===== src/rtl/timer_reg_if.sv =====
// timer_reg_if: APB register front-end for an 8-bit timer.
// Registers: TDR (reload), TCR (control), TSR (sticky status, write-0-to-clear),
// TCNT (live counter, read-only) and, when the TIMER_INT_EN macro is defined,
// TIER (interrupt enables) with registered interrupt outputs.
// Every transfer takes a fixed three cycles: SETUP, one WAIT state, then ACCESS.
module timer_reg_if (
    input  logic       sys_clk,
    input  logic       sys_rst_n,
    // APB slave
    input  logic       psel,
    input  logic       penable,
    input  logic       pwrite,
    input  logic [7:0] paddr,
    input  logic [7:0] pwdata,
    output logic [7:0] prdata,
    output logic       pready,
    output logic       pslverr,
    // counter-side controls
    output logic [7:0] tdr,
    output logic       tcr_load,
    output logic       tcr_updown,
    output logic       tcr_en,
    output logic [1:0] tcr_cks,
    // counter-side status
    input  logic [7:0] tcnt,
    input  logic       ovf_trig,
    input  logic       udf_trig,
    // interrupts
    output logic       tmr_ovf_irq,
    output logic       tmr_udf_irq
);

    localparam logic [7:0] ADDR_TDR  = 8'h00;
    localparam logic [7:0] ADDR_TCR  = 8'h01;
    localparam logic [7:0] ADDR_TSR  = 8'h02;
    localparam logic [7:0] ADDR_TCNT = 8'h03;
    localparam logic [7:0] ADDR_TIER = 8'h04;

    typedef enum logic [1:0] {
        ST_IDLE   = 2'd0,
        ST_SETUP  = 2'd1,
        ST_WAIT   = 2'd2,
        ST_ACCESS = 2'd3
    } apb_state_t;

    apb_state_t r_state;
    logic       r_pready;
    logic       r_pslverr;

    logic [7:0] r_tdr;
    logic       r_tcr_load;
    logic       r_tcr_updown;
    logic       r_tcr_en;
    logic [1:0] r_tcr_cks;
    logic [1:0] r_tsr;          // [0] = ovf, [1] = udf

    logic       w_mapped;
    logic       w_err;
    logic       w_commit;
    logic       w_wr_tdr;
    logic       w_wr_tcr;
    logic       w_wr_tsr;
    logic [1:0] w_set;
    logic [1:0] w_tsr_next;
    logic [7:0] w_rdata;

    // Address decode: which offsets exist in this build
    always_comb begin
        w_mapped = 1'b0;
        case (paddr)
            ADDR_TDR, ADDR_TCR, ADDR_TSR, ADDR_TCNT: w_mapped = 1'b1;
`ifdef TIMER_INT_EN
            ADDR_TIER:                               w_mapped = 1'b1;
`endif
            default:                                 w_mapped = 1'b0;
        endcase
    end

    // Error on unmapped offsets and on any write to the read-only counter
    assign w_err    = !w_mapped || (pwrite && (paddr == ADDR_TCNT));
    // A write lands only in a completed, error-free ACCESS cycle
    assign w_commit = (r_state == ST_ACCESS) && psel && pwrite && !w_err;
    assign w_wr_tdr = w_commit && (paddr == ADDR_TDR);
    assign w_wr_tcr = w_commit && (paddr == ADDR_TCR);
    assign w_wr_tsr = w_commit && (paddr == ADDR_TSR);

    assign w_set = {udf_trig, ovf_trig};

    // Per-flag next state: a hardware set pulse beats a same-cycle write-0 clear
    genvar gi;
    generate
        for (gi = 0; gi < 2; gi = gi + 1) begin : g_tsr_bit
            assign w_tsr_next[gi] = w_set[gi] | (r_tsr[gi] & ~(w_wr_tsr & ~pwdata[gi]));
        end
    endgenerate

    // APB handshake FSM; pready/pslverr are registered and live only in ACCESS
    always_ff @(posedge sys_clk or negedge sys_rst_n) begin
        if (!sys_rst_n) begin
            r_state   <= ST_IDLE;
            r_pready  <= 1'b0;
            r_pslverr <= 1'b0;
        end else begin
            r_pready  <= 1'b0;
            r_pslverr <= 1'b0;
            case (r_state)
                ST_IDLE: begin
                    if (psel && !penable) begin
                        r_state <= ST_SETUP;
                    end
                end
                ST_SETUP: begin
                    r_state <= psel ? ST_WAIT : ST_IDLE;
                end
                ST_WAIT: begin
                    if (psel) begin
                        r_state   <= ST_ACCESS;
                        r_pready  <= 1'b1;
                        r_pslverr <= w_err;
                    end else begin
                        r_state <= ST_IDLE;
                    end
                end
                default: begin
                    r_state <= ST_IDLE;
                end
            endcase
        end
    end

    // Software-visible registers: TDR, TCR fields and the sticky status flags
    always_ff @(posedge sys_clk or negedge sys_rst_n) begin
        if (!sys_rst_n) begin
            r_tdr        <= 8'h00;
            r_tcr_load   <= 1'b0;
            r_tcr_updown <= 1'b0;
            r_tcr_en     <= 1'b0;
            r_tcr_cks    <= 2'b00;
            r_tsr        <= 2'b00;
        end else begin
            if (w_wr_tdr) begin
                r_tdr <= pwdata;
            end
            if (w_wr_tcr) begin
                r_tcr_load   <= pwdata[7];
                r_tcr_updown <= pwdata[5];
                r_tcr_en     <= pwdata[4];
                r_tcr_cks    <= pwdata[1:0];
            end
            r_tsr <= w_tsr_next;
        end
    end

`ifdef TIMER_INT_EN
    logic [1:0] r_tier;         // [0] = ovf_ie, [1] = udf_ie
    logic [1:0] r_irq;          // [0] = ovf, [1] = udf
    logic       w_wr_tier;
    logic [1:0] w_tier_next;

    assign w_wr_tier   = w_commit && (paddr == ADDR_TIER);
    assign w_tier_next = w_wr_tier ? pwdata[1:0] : r_tier;

    // Enables plus interrupt flops; irq is computed from next-state values so
    // it tracks TSR & TIER with no extra latency and comes straight off a flop
    always_ff @(posedge sys_clk or negedge sys_rst_n) begin
        if (!sys_rst_n) begin
            r_tier <= 2'b00;
            r_irq  <= 2'b00;
        end else begin
            r_tier <= w_tier_next;
            r_irq  <= w_tsr_next & w_tier_next;
        end
    end

    assign tmr_ovf_irq = r_irq[0];
    assign tmr_udf_irq = r_irq[1];
`else
    assign tmr_ovf_irq = 1'b0;
    assign tmr_udf_irq = 1'b0;
`endif

    // Read mux; TCNT is taken live so the value reflects the ACCESS cycle
    always_comb begin
        w_rdata = 8'h00;
        case (paddr)
            ADDR_TDR:  w_rdata = r_tdr;
            ADDR_TCR:  w_rdata = {r_tcr_load, 1'b0, r_tcr_updown, r_tcr_en, 2'b00, r_tcr_cks};
            ADDR_TSR:  w_rdata = {6'b000000, r_tsr};
            ADDR_TCNT: w_rdata = tcnt;
`ifdef TIMER_INT_EN
            ADDR_TIER: w_rdata = {6'b000000, r_tier};
`endif
            default:   w_rdata = 8'h00;
        endcase
    end

    assign prdata     = (r_state == ST_ACCESS) ? w_rdata : 8'h00;
    assign pready     = r_pready;
    assign pslverr    = r_pslverr;
    assign tdr        = r_tdr;
    assign tcr_load   = r_tcr_load;
    assign tcr_updown = r_tcr_updown;
    assign tcr_en     = r_tcr_en;
    assign tcr_cks    = r_tcr_cks;

endmodule


===== config.mk =====
export PLATFORM = sky130hd
export DESIGN_NAME = timer_reg_if
export DESIGN_NICKNAME = d
export VERILOG_FILES = /design/src/rtl/timer_reg_if.sv
export SDC_FILE = /design/constraint.sdc
export NUM_CORES = 1
export LEC_CHECK = 0
export CAP_MARGIN = 15
export CORE_MARGIN = 5
export CORE_UTILIZATION = 38
export DETAILED_ROUTE_END_ITERATION = 10
export PLACE_DENSITY = 0.83
export SETUP_SLACK_MARGIN = 0.02
export SLEW_MARGIN = 10
export SYNTH_ARGS = -nofsm -noshare
export SYNTH_HDL_FRONTEND = slang
export SYNTH_SLANG_ARGS = --single-unit

===== constraint.sdc =====
create_clock -name sys_clk -period 1.71 [get_ports sys_clk]
set_clock_uncertainty 0.1 [all_clocks]
set_input_delay 0.342 -clock sys_clk [delete_from_list [all_inputs] [get_ports sys_clk]]
set_output_delay 0.342 -clock sys_clk [all_outputs]
set_load 0.05 [all_outputs]

Word level (Yosys, flattened, before mapping)
Cells that the tools add are included. Widths: inputs -> output; s select.

Register bits after elaboration: 19. Bits of input ports: 31. Output and inout port bits: 25. Word-level logic and storage cells: 52.

Eq/ne operators: 7. Muxes and demuxes: 11. Bitwise gates (word level): 10. Reduce and logical (&&, ||, !) cells: 15.

Operator list (number): $pmux 8 s4 (1); $eq 8x2->1 const B (2); $eq 8x1->1 const B (1); $logic_and 1x1->1 (8); $logic_not 8->1 (1); $mux 8 (1); $mux 2 (3); $pmux 2 s3 (1); $mux 1 (5); $and 1x1->1 (4); $eq 2x2->1 const B (2); $not 1->1 (4); $reduce_or 4->1 (1); $logic_not 1->1 (3); $eq 2x1->1 const B (1); $logic_not 2->1 (1); $ne 2x2->1 const B (1); $or 1x1->1 (2); $logic_or 1x1->1 (1).

Depth between registers and ports, before layout
Gate-level depths: netlist of the first run.

Word-level depth: 12. Mapped depth: 4.

Least setup slack after synthesis of the first run
No wires, ideal clock.

Path kind: input port to output port. From: input port paddr[3]. To: output port prdata[2]. Data arrival time: 1779 ps. Data required time: 1268 ps. Path slack: -511 ps. Cell stages on the path: 3. Path buffers: 0. Path through: nor4_4 -> nand3_1 -> a21oi_1.

Longest elaborated chain between the ends: 3. Elaborated cells on any way between the ends: 6.

Ends and longest elaborated chain: from (decl) (RTL line 13) `input logic [7:0] paddr,`; $eq 8x2->1 (tied with other cells) (RTL line 185) `case (paddr)`; $pmux 8 s4 * (RTL line 185); $mux 8 * (RTL line 197) `assign prdata = (r_state == ST_ACCESS) ? w_rdata : 8'h00;`; to (decl) (RTL line 15) `output logic [7:0] prdata,`.

Every way passes the cells marked *; elsewhere a longest branch is shown, timed or not.

Worst setup path after layout of the first run
From: register r_tsr[1]. To: output port prdata[1].

Longest elaborated chain between the ends: 2.

Ends and longest elaborated chain: from (decl) (RTL line 55) `logic [1:0] r_tsr;`; from (signal assigned) (RTL line 150) `r_tsr <= w_tsr_next;`; $pmux 8 s4 (RTL line 185); $mux 8 (RTL line 197).

Every way passes these cells.

==> results.txt, run 1 <==
Clock share of power: 25.8%
Final hold viol count: 0
Final period util: 111%
Status: finished, violations left
Pwr Density: 432 mW/mm^2
Crit start category: flip-flop
# rows: 18
Xor/xnor share of the synthesized area: 0.872%
Share of cells above drive strength 1: 59.0%
Count of pins over their slew limit: 0
Starting DRT DRC Count: 14
Max Cap Viol: 0
IO Pins: 56
Vias: 1013
Compound-Gate Fraction of Synth Area: 5.23%
Final ANT Viol Nets: 0
Input/output buffers: 53
RSZ-0062 raised after global routing: yes
Commonest non-fill, non-tap cell in the layout: buf_4
Setup CP Type: flip-flop to output port
DIE AREA: 0.00377 mm^2
Sequential share of power: 51.3%
Crit-path max FO: 2
CTS tree: yes
Worst min-delay path category: primary input to async pin
Crit. End Element: output port
Internal power: 658 uW
Final worst slack: -0.186 ns
Placement Setup Slack: -0.538 ns
Initial antenna violation count: 0
Worst Setup SP: r_tsr[1]
Net count, final: 198
Logic pwr share: 22.9%
Core area: 0.00250 mm^2
Highest-count cells in the layout ignoring fill and taps: buf_4 (34), dfrtp_1 (19), buf_12 (18)
Die H: 61.4 um
Wire length per cell: 18.5 um
Pin count of the biggest net entering global routing: 20
Synthesized area: 0.00100 mm^2
Avg Vias per Cell: 5.17
First-pass GRT wire length: 5.46 mm
Post-synthesis mux area share: 22.4%
Yosys warnings: 0
Synth Area per Inst: 12.1 um^2
Post-route insts no fill: 196
Final WL: 3.63 mm
Adder-cell share of the synthesized area: 0%
Total track usage: 19.7%
Cell Count Post-Placement: 180
Final Util: 83.5%
Failing checks: negative setup slack
Clock period minus worst slack: 1.90 ns
Critical path required time: 1.27 ns
GP Congestion: 0.824
Unique masters post-synth: 23
Worst-Skew Late Latency: 0.30 ns
Area grow syn2layout: 108%
Clock root buffer master: clkbuf_4
Fillers: 122
ANT cells: 0
Sw Share: 27.0%
# H-tree levels: 1
Clk buf depth: 2
Cell count after synthesis: 83
Reg clk slew, reported paths: 0.11 ns
Detailed Place HPWL: 2.62 mm
Die width: 61.4 um
Starting Density: 40.2%
Post-synthesis sequential area ratio: 47.3%
Worst EP arrival: 1.45 ns
RR Startpoint: r_state[1]
Initial DRT Pass Iterations: 4
F_max: 527 MHz
Switching pwr: 243 uW
Setup Viol. Count Final: 8
Vias in the first global route: 1088
Overflow left after global routing: 0
Leak pwr: 0.000946 uW
Synth Register Bits: 19
Largest family of logic cells by synthesized area: multiplexers
Hold buffers post-CTS: 0
Simple-Gate Fraction of Synth Area: 20.2%
Residual DRC: 0
Peak VDD IR: 0.371 mV
TritonCTS buffer count: 3
Clk sink count: 19
[sequential cells by signal, indices dropped and copies added (netlist names)]
name,count
r_tsr,2
pready,1
tdr,8
r_state,2
tcr_cks,2
tcr_en,1
tcr_load,1
tcr_updown,1
pslverr,1
[worst paths after layout]
check                                  end  slack, ns  cells past startpoint
worst min register to register    r_tsr[0]       0.41                      1
worst max-delay path             prdata[1]      -0.19                      3
min in group sys_clk              r_tsr[0]       0.41                      1
worst min-delay path            tcr_cks[0]       0.27                      2
worst max register to register      tdr[6]       0.06                      5
max in group asynchronous         r_tsr[1]       1.03                      2
[Yosys cell counts]
cell     count  share of area (%)
dfrtp_1     19                 47
nor4_4       1                2.1
nor2b_1      3                1.9
and4b_1      1                1.0
and2_1       3                1.9
nand4_2      1                1.2
nor3b_1      3                2.2
nand2_1      3                1.1
nand3_1      6                3.0
nor2_1       5                1.9
a22oi_1      3                2.2
conb_1       1               0.37
mux4_2       2                4.5
and4_1       2                1.7
buf_2        2                1.0
xor2_1       1               0.87
and3b_1      1               0.87
a21o_1       2                1.5
nand4_1      2                1.2
buf_6        1                1.1
a21oi_1      3                1.5
buf_4        2                1.5
mux2_2      16                 18
[layer usage]
| metal | global-route usage, % | wire length (um) |
|---|---|---|
| met3 | 4.19 | 184 |
| met5 | 0 | 0 |
| met2 | 36.1 | 1950 |
| met1 | 24.0 | 1480 |
| met4 | 3.64 | 27 |
[through the flow]
stage               TNS, ns  hold slack (ns)  instance area, um^2  total power [uW]
detailed placement   -10.89            0.369                 1930               659
global placement     -10.18            0.361                 1930               654
global route          -1.50            0.306                 2090               950
CTS                   -1.16            0.272                 2030               902
finish                -1.11            0.269                 2090               901
floorplan            -0.999          -0.0536                 1090               543
[kinds of logic (layout without fill, tap and decap cells)]
family	after synthesis	after routing
muxes	18	18
other	1	2
AOI/OAI and AO/OA	8	8
buffers and inverters	5	87
xor gates and xnor gates	1	1
DFF	19	19
and+or+nand+nor	31	31
[critical path, stage by stage, from the launching register on]
cell     delay (ns)
dfrtp_1        0.41
mux4_2         0.47
nor2b_4        0.15
buf_12         0.14
[area by class of cell]
type / count / area (um^2) / area share, %
repair buffers: 83 / 916 / 43.9
multi-input cells: 60 / 632 / 30.3
flip-flops and latches: 19 / 475 / 22.8
well taps: 30 / 37.5 / 1.80
clock buffers: 4 / 26.3 / 1.26
[power groups by stage]
| stage | registers, uW | clock network, uW | logic, uW |
|---|---|---|---|
| 3_3_place_gp | 473 | 0 | 181 |
| 4_1_cts | 462 | 240 | 201 |
| 3_5_place_dp | 474 | 0 | 186 |
| 5_1_grt | 463 | 267 | 220 |
| 2_1_floorplan | 483 | 0 | 59.5 |
| 6_report | 462 | 232 | 206 |
[timing repair]
action,in CTS,in global routing
buffers inserted,8,5
pin swaps,8,9
setup endpoints to repair,21,13
resized for setup,35,8
Power figures use the tool's default switching activity.
==> run 2, diff against run 1 <==
--- a/config.mk
+++ b/config.mk
@@ -5,11 +5,12 @@
 export SDC_FILE = /design/constraint.sdc
 export NUM_CORES = 1
 export LEC_CHECK = 0
+export ABC_AREA = 1
 export CAP_MARGIN = 15
 export CORE_MARGIN = 5
 export CORE_UTILIZATION = 38
 export DETAILED_ROUTE_END_ITERATION = 10
-export PLACE_DENSITY = 0.83
+export PLACE_DENSITY = 0.82
 export SETUP_SLACK_MARGIN = 0.02
 export SLEW_MARGIN = 10
 export SYNTH_ARGS = -nofsm -noshare
==> run 2 against run 1 <==
  * The run still ends with negative setup slack left
  * Combinational power decreased by 20%
  * Fmax is 2.1% lower
  * Hold slack got worse by 0.015 ns
  * Sequential power decreased by 0.9%
  * Routed wire length decreased by 1.0%
==> results.txt, run 2 <==
Final period util: 113% (was 111%)
Reg clk slew, reported paths: 0.11 ns (about the same)
TritonCTS buffer count: 3 (unchanged)
Post-synthesis sequential area ratio: 44.5% (was 47.3%)
Hold buffers post-CTS: 0 (unchanged)
Initial antenna violation count: 0 (unchanged)
# H-tree levels: 1 (unchanged)
Peak VDD IR: 0.452 mV (was 0.371 mV)
Final hold viol count: 0 (unchanged)
Critical path required time: 1.27 ns (about the same)
Switching pwr: 226 uW (was 243 uW)
Starting DRT DRC Count: 18 (was 14)
Worst min-delay path category: primary input to async pin (unchanged)
GP Congestion: 0.825 (was 0.824)
Number of synthesized flops with an enable pin: 0 (unchanged)
Cell count after synthesis: 134 (was 83)
Post-route insts no fill: 241 (was 196)
Unique masters post-synth: 22 (was 23)
Clk buf depth: 2 (unchanged)
F_max: 516 MHz (was 527 MHz)
Wire length per cell: 14.9 um (was 18.5 um)
Overflow left after global routing: 0 (unchanged)
Max Cap Viol: 0 (unchanged)
Largest register FFs: 8 (unchanged)
Net count, final: 242 (was 198)
Clock root buffer master: clkbuf_4 (unchanged)
Avg Vias per Cell: 4.97 (was 5.17)
Crit. End Element: output port (unchanged)
Sequential share of power: 53.6% (was 51.3%)
Worst path slowest cell: a41oi_4 (was mux4_2)
CTS tree: yes (unchanged)
Yosys warnings: 0 (unchanged)
Setup Viol. Count Final: 8 (unchanged)
CP Cell Sequence: buf_2, nor2_4, nand2_4, nor2_4, buf_4, nand2_1, a41oi_4, buf_12 (was mux4_2, nor2b_4, buf_12)
Highest-count cells in the layout ignoring fill and taps: nand2_1 (40), clkdlybuf4s50_1 (22), buf_12 (22) (was buf_4 (34), dfrtp_1 (19), buf_12 (18))
Worst EP arrival: 1.50 ns (was 1.45 ns)
Count leader, synth: nand2_1 (was dfrtp_1)
Die H: 63.0 um (was 61.4 um)
IO Pins: 56 (unchanged)
Final WL: 3.60 mm (was 3.63 mm)
Die width: 63.0 um (was 61.4 um)
Starting Density: 39.0% (was 40.2%)
Cell Count Post-Placement: 234 (was 180)
Leak pwr: 0.000939 uW (was 0.000946 uW)
Pin count of the biggest net entering global routing: 20 (unchanged)
Crit start category: primary input (was flip-flop)
Crit-path most repeated cell: nor2_4
Cell area after layout: 0.00219 mm^2 (was 0.00209 mm^2)
Commonest non-fill, non-tap cell in the layout: nand2_1 (was buf_4)
Commonest cells post-synth: nand2_1 (46), dfrtp_1 (19), inv_1 (17) (was dfrtp_1 (19), mux2_2 (16), nand3_1 (6))
Area grow syn2layout: 105% (was 108%)
First-pass GRT wire length: 6.30 mm (was 5.46 mm)
Clock period minus worst slack: 1.94 ns (was 1.90 ns)
Ranking of synthesized cells by area: dfrtp_1 (45%), nand2_1 (16%), o21ai_2 (6.6%) (was dfrtp_1 (47%), mux2_2 (18%), mux4_2 (4.5%))
Sw Share: 26.5% (was 27.0%)
ANT cells: 0 (unchanged)
Vias in the first global route: 1430 (was 1088)
Ys async rst share: 100% (unchanged)
Logic pwr share: 19.2% (was 22.9%)
Max incr delay on CP: 0.25 ns (was 0.47 ns)
Tot Pwr: 854 uW (was 901 uW)
Worst-Skew Late Latency: 0.30 ns (about the same)
# rows: 19 (was 18)
Internal power: 628 uW (was 658 uW)
Residual DRC: 0 (unchanged)
Largest area contributor in the netlist: dfrtp_1 (unchanged)
Detailed Place HPWL: 2.82 mm (was 2.62 mm)
Final ANT Viol Nets: 0 (unchanged)
Top cell type's share of synthesized area: 44.5% (was 47.3%)
Post-DP Area: 0.00211 mm^2 (was 0.00193 mm^2)
RSZ-0062 raised after global routing: yes (unchanged)
Main synth FF type: dfrtp_1 (unchanged)
DIE AREA: 0.00397 mm^2 (was 0.00377 mm^2)
Total track usage: 20.1% (was 19.7%)
Vias: 1198 (was 1013)
Clock share of power: 27.2% (was 25.8%)
Status: finished, violations left (unchanged)
Input/output buffers: 53 (unchanged)
Failing checks: negative setup slack (unchanged)
Worst hold slack: 0.253 ns (was 0.269 ns)
Final worst slack: -0.227 ns (was -0.186 ns)
Core area: 0.00273 mm^2 (was 0.00250 mm^2)
Synthesized area: 0.00107 mm^2 (was 0.00100 mm^2)
Crit-path max FO: 5 (was 2)
Count of pins over their slew limit: 0 (unchanged)
Synth Register Bits: 19 (unchanged)
Setup CP Type: primary input to output port (was flip-flop to output port)
Clk sink count: 19 (unchanged)
Share of cells above drive strength 1: 46.2% (was 59.0%)
Initial DRT Pass Iterations: 4 (unchanged)
Synth Area per Inst: 7.96 um^2 (was 12.1 um^2)
Pwr Density: 390 mW/mm^2 (was 432 mW/mm^2)
Placement Setup Slack: -0.613 ns (was -0.538 ns)
run 2: per-stage QoR:
step | utilization, % | setup TNS [ns]
2_1_floorplan | - | -0.517
3_3_place_gp | 77.3 | -10.74
3_5_place_dp | 77.3 | -11.85
4_1_cts | 79.5 | -1.47
5_1_grt | 80.0 | -2.01
6_report | 80.0 | -1.45
run 2: worst max-delay path: cells and delay by family:
family,cells,cell delay [ns]
buf+inv,3,0.42
simple gates,4,0.48
compound gates,1,0.25
run 2: cells by family (layout without fill, tap and decap cells):
family / after synthesis / in the layout / share of synthesized area (%)
other cells: 1 / 2 / 0.351
buf+inv: 21 / 96 / 8.79
compound gates: 23 / 23 / 16.5
flops: 19 / 19 / 44.5
simple gates: 70 / 70 / 29.8
run 2: timing repair:
action	4_1_cts	5_1_grt
setup endpoints to repair	23	8
pin swaps	17	7
setup buffers	2	1
gates resized for setup	48	3
endpoints found under the hold margin	0	0
run 2: power groups by stage:
stage / Combinational, uW / Sequential, uW / Clock, uW
global placement: 158 / 466 / 0
finish: 164 / 458 / 233
CTS: 163 / 458 / 241
detailed placement: 163 / 467 / 0
floorplan: 50.6 / 474 / 0
global route: 178 / 459 / 267
run 2: layout make-up:
type / count / area [um^2]
inverter: 18 / 71.3
clock buffer: 4 / 26.3
tap: 31 / 38.8
sequential: 19 / 475
timing repair buffer: 74 / 893
fill: 166 / 546
multi-input combinational: 95 / 683
run 2: layer usage:
layer	GRT usage [%]	vias up	share of wire, %
li1	-	582	-
met1	21.0	549	38
met2	34.1	58	50
met3	7.73	9	9.5
met4	10.9	0	2.5
met5	0	-	0
run 2: final timing paths:
kind	slack (ns)	cells after the start	to	start
worst max-delay path	-0.23	8	prdata[1]	paddr[6]
worst min-delay path	0.25	2	tdr[6]	sys_rst_n
worst max register to register	0.20	7	tcr_en	r_state[0]
worst min register to register	0.41	2	r_tsr[1]	r_tsr[1]
max in group asynchronous	1.05	2	tdr[1]	sys_rst_n
min in group sys_clk	0.41	2	r_tsr[1]	r_tsr[1]
==> run 3, diff against run 2 <==
--- a/config.mk
+++ b/config.mk
@@ -10,6 +10,7 @@
 export CORE_MARGIN = 5
 export CORE_UTILIZATION = 38
 export DETAILED_ROUTE_END_ITERATION = 10
+export GPL_ROUTABILITY_DRIVEN = 1
 export PLACE_DENSITY = 0.82
 export SETUP_SLACK_MARGIN = 0.02
 export SLEW_MARGIN = 10
==> results of run 3 <==
Final layout, timing and power as in run 2 (identical DEF).
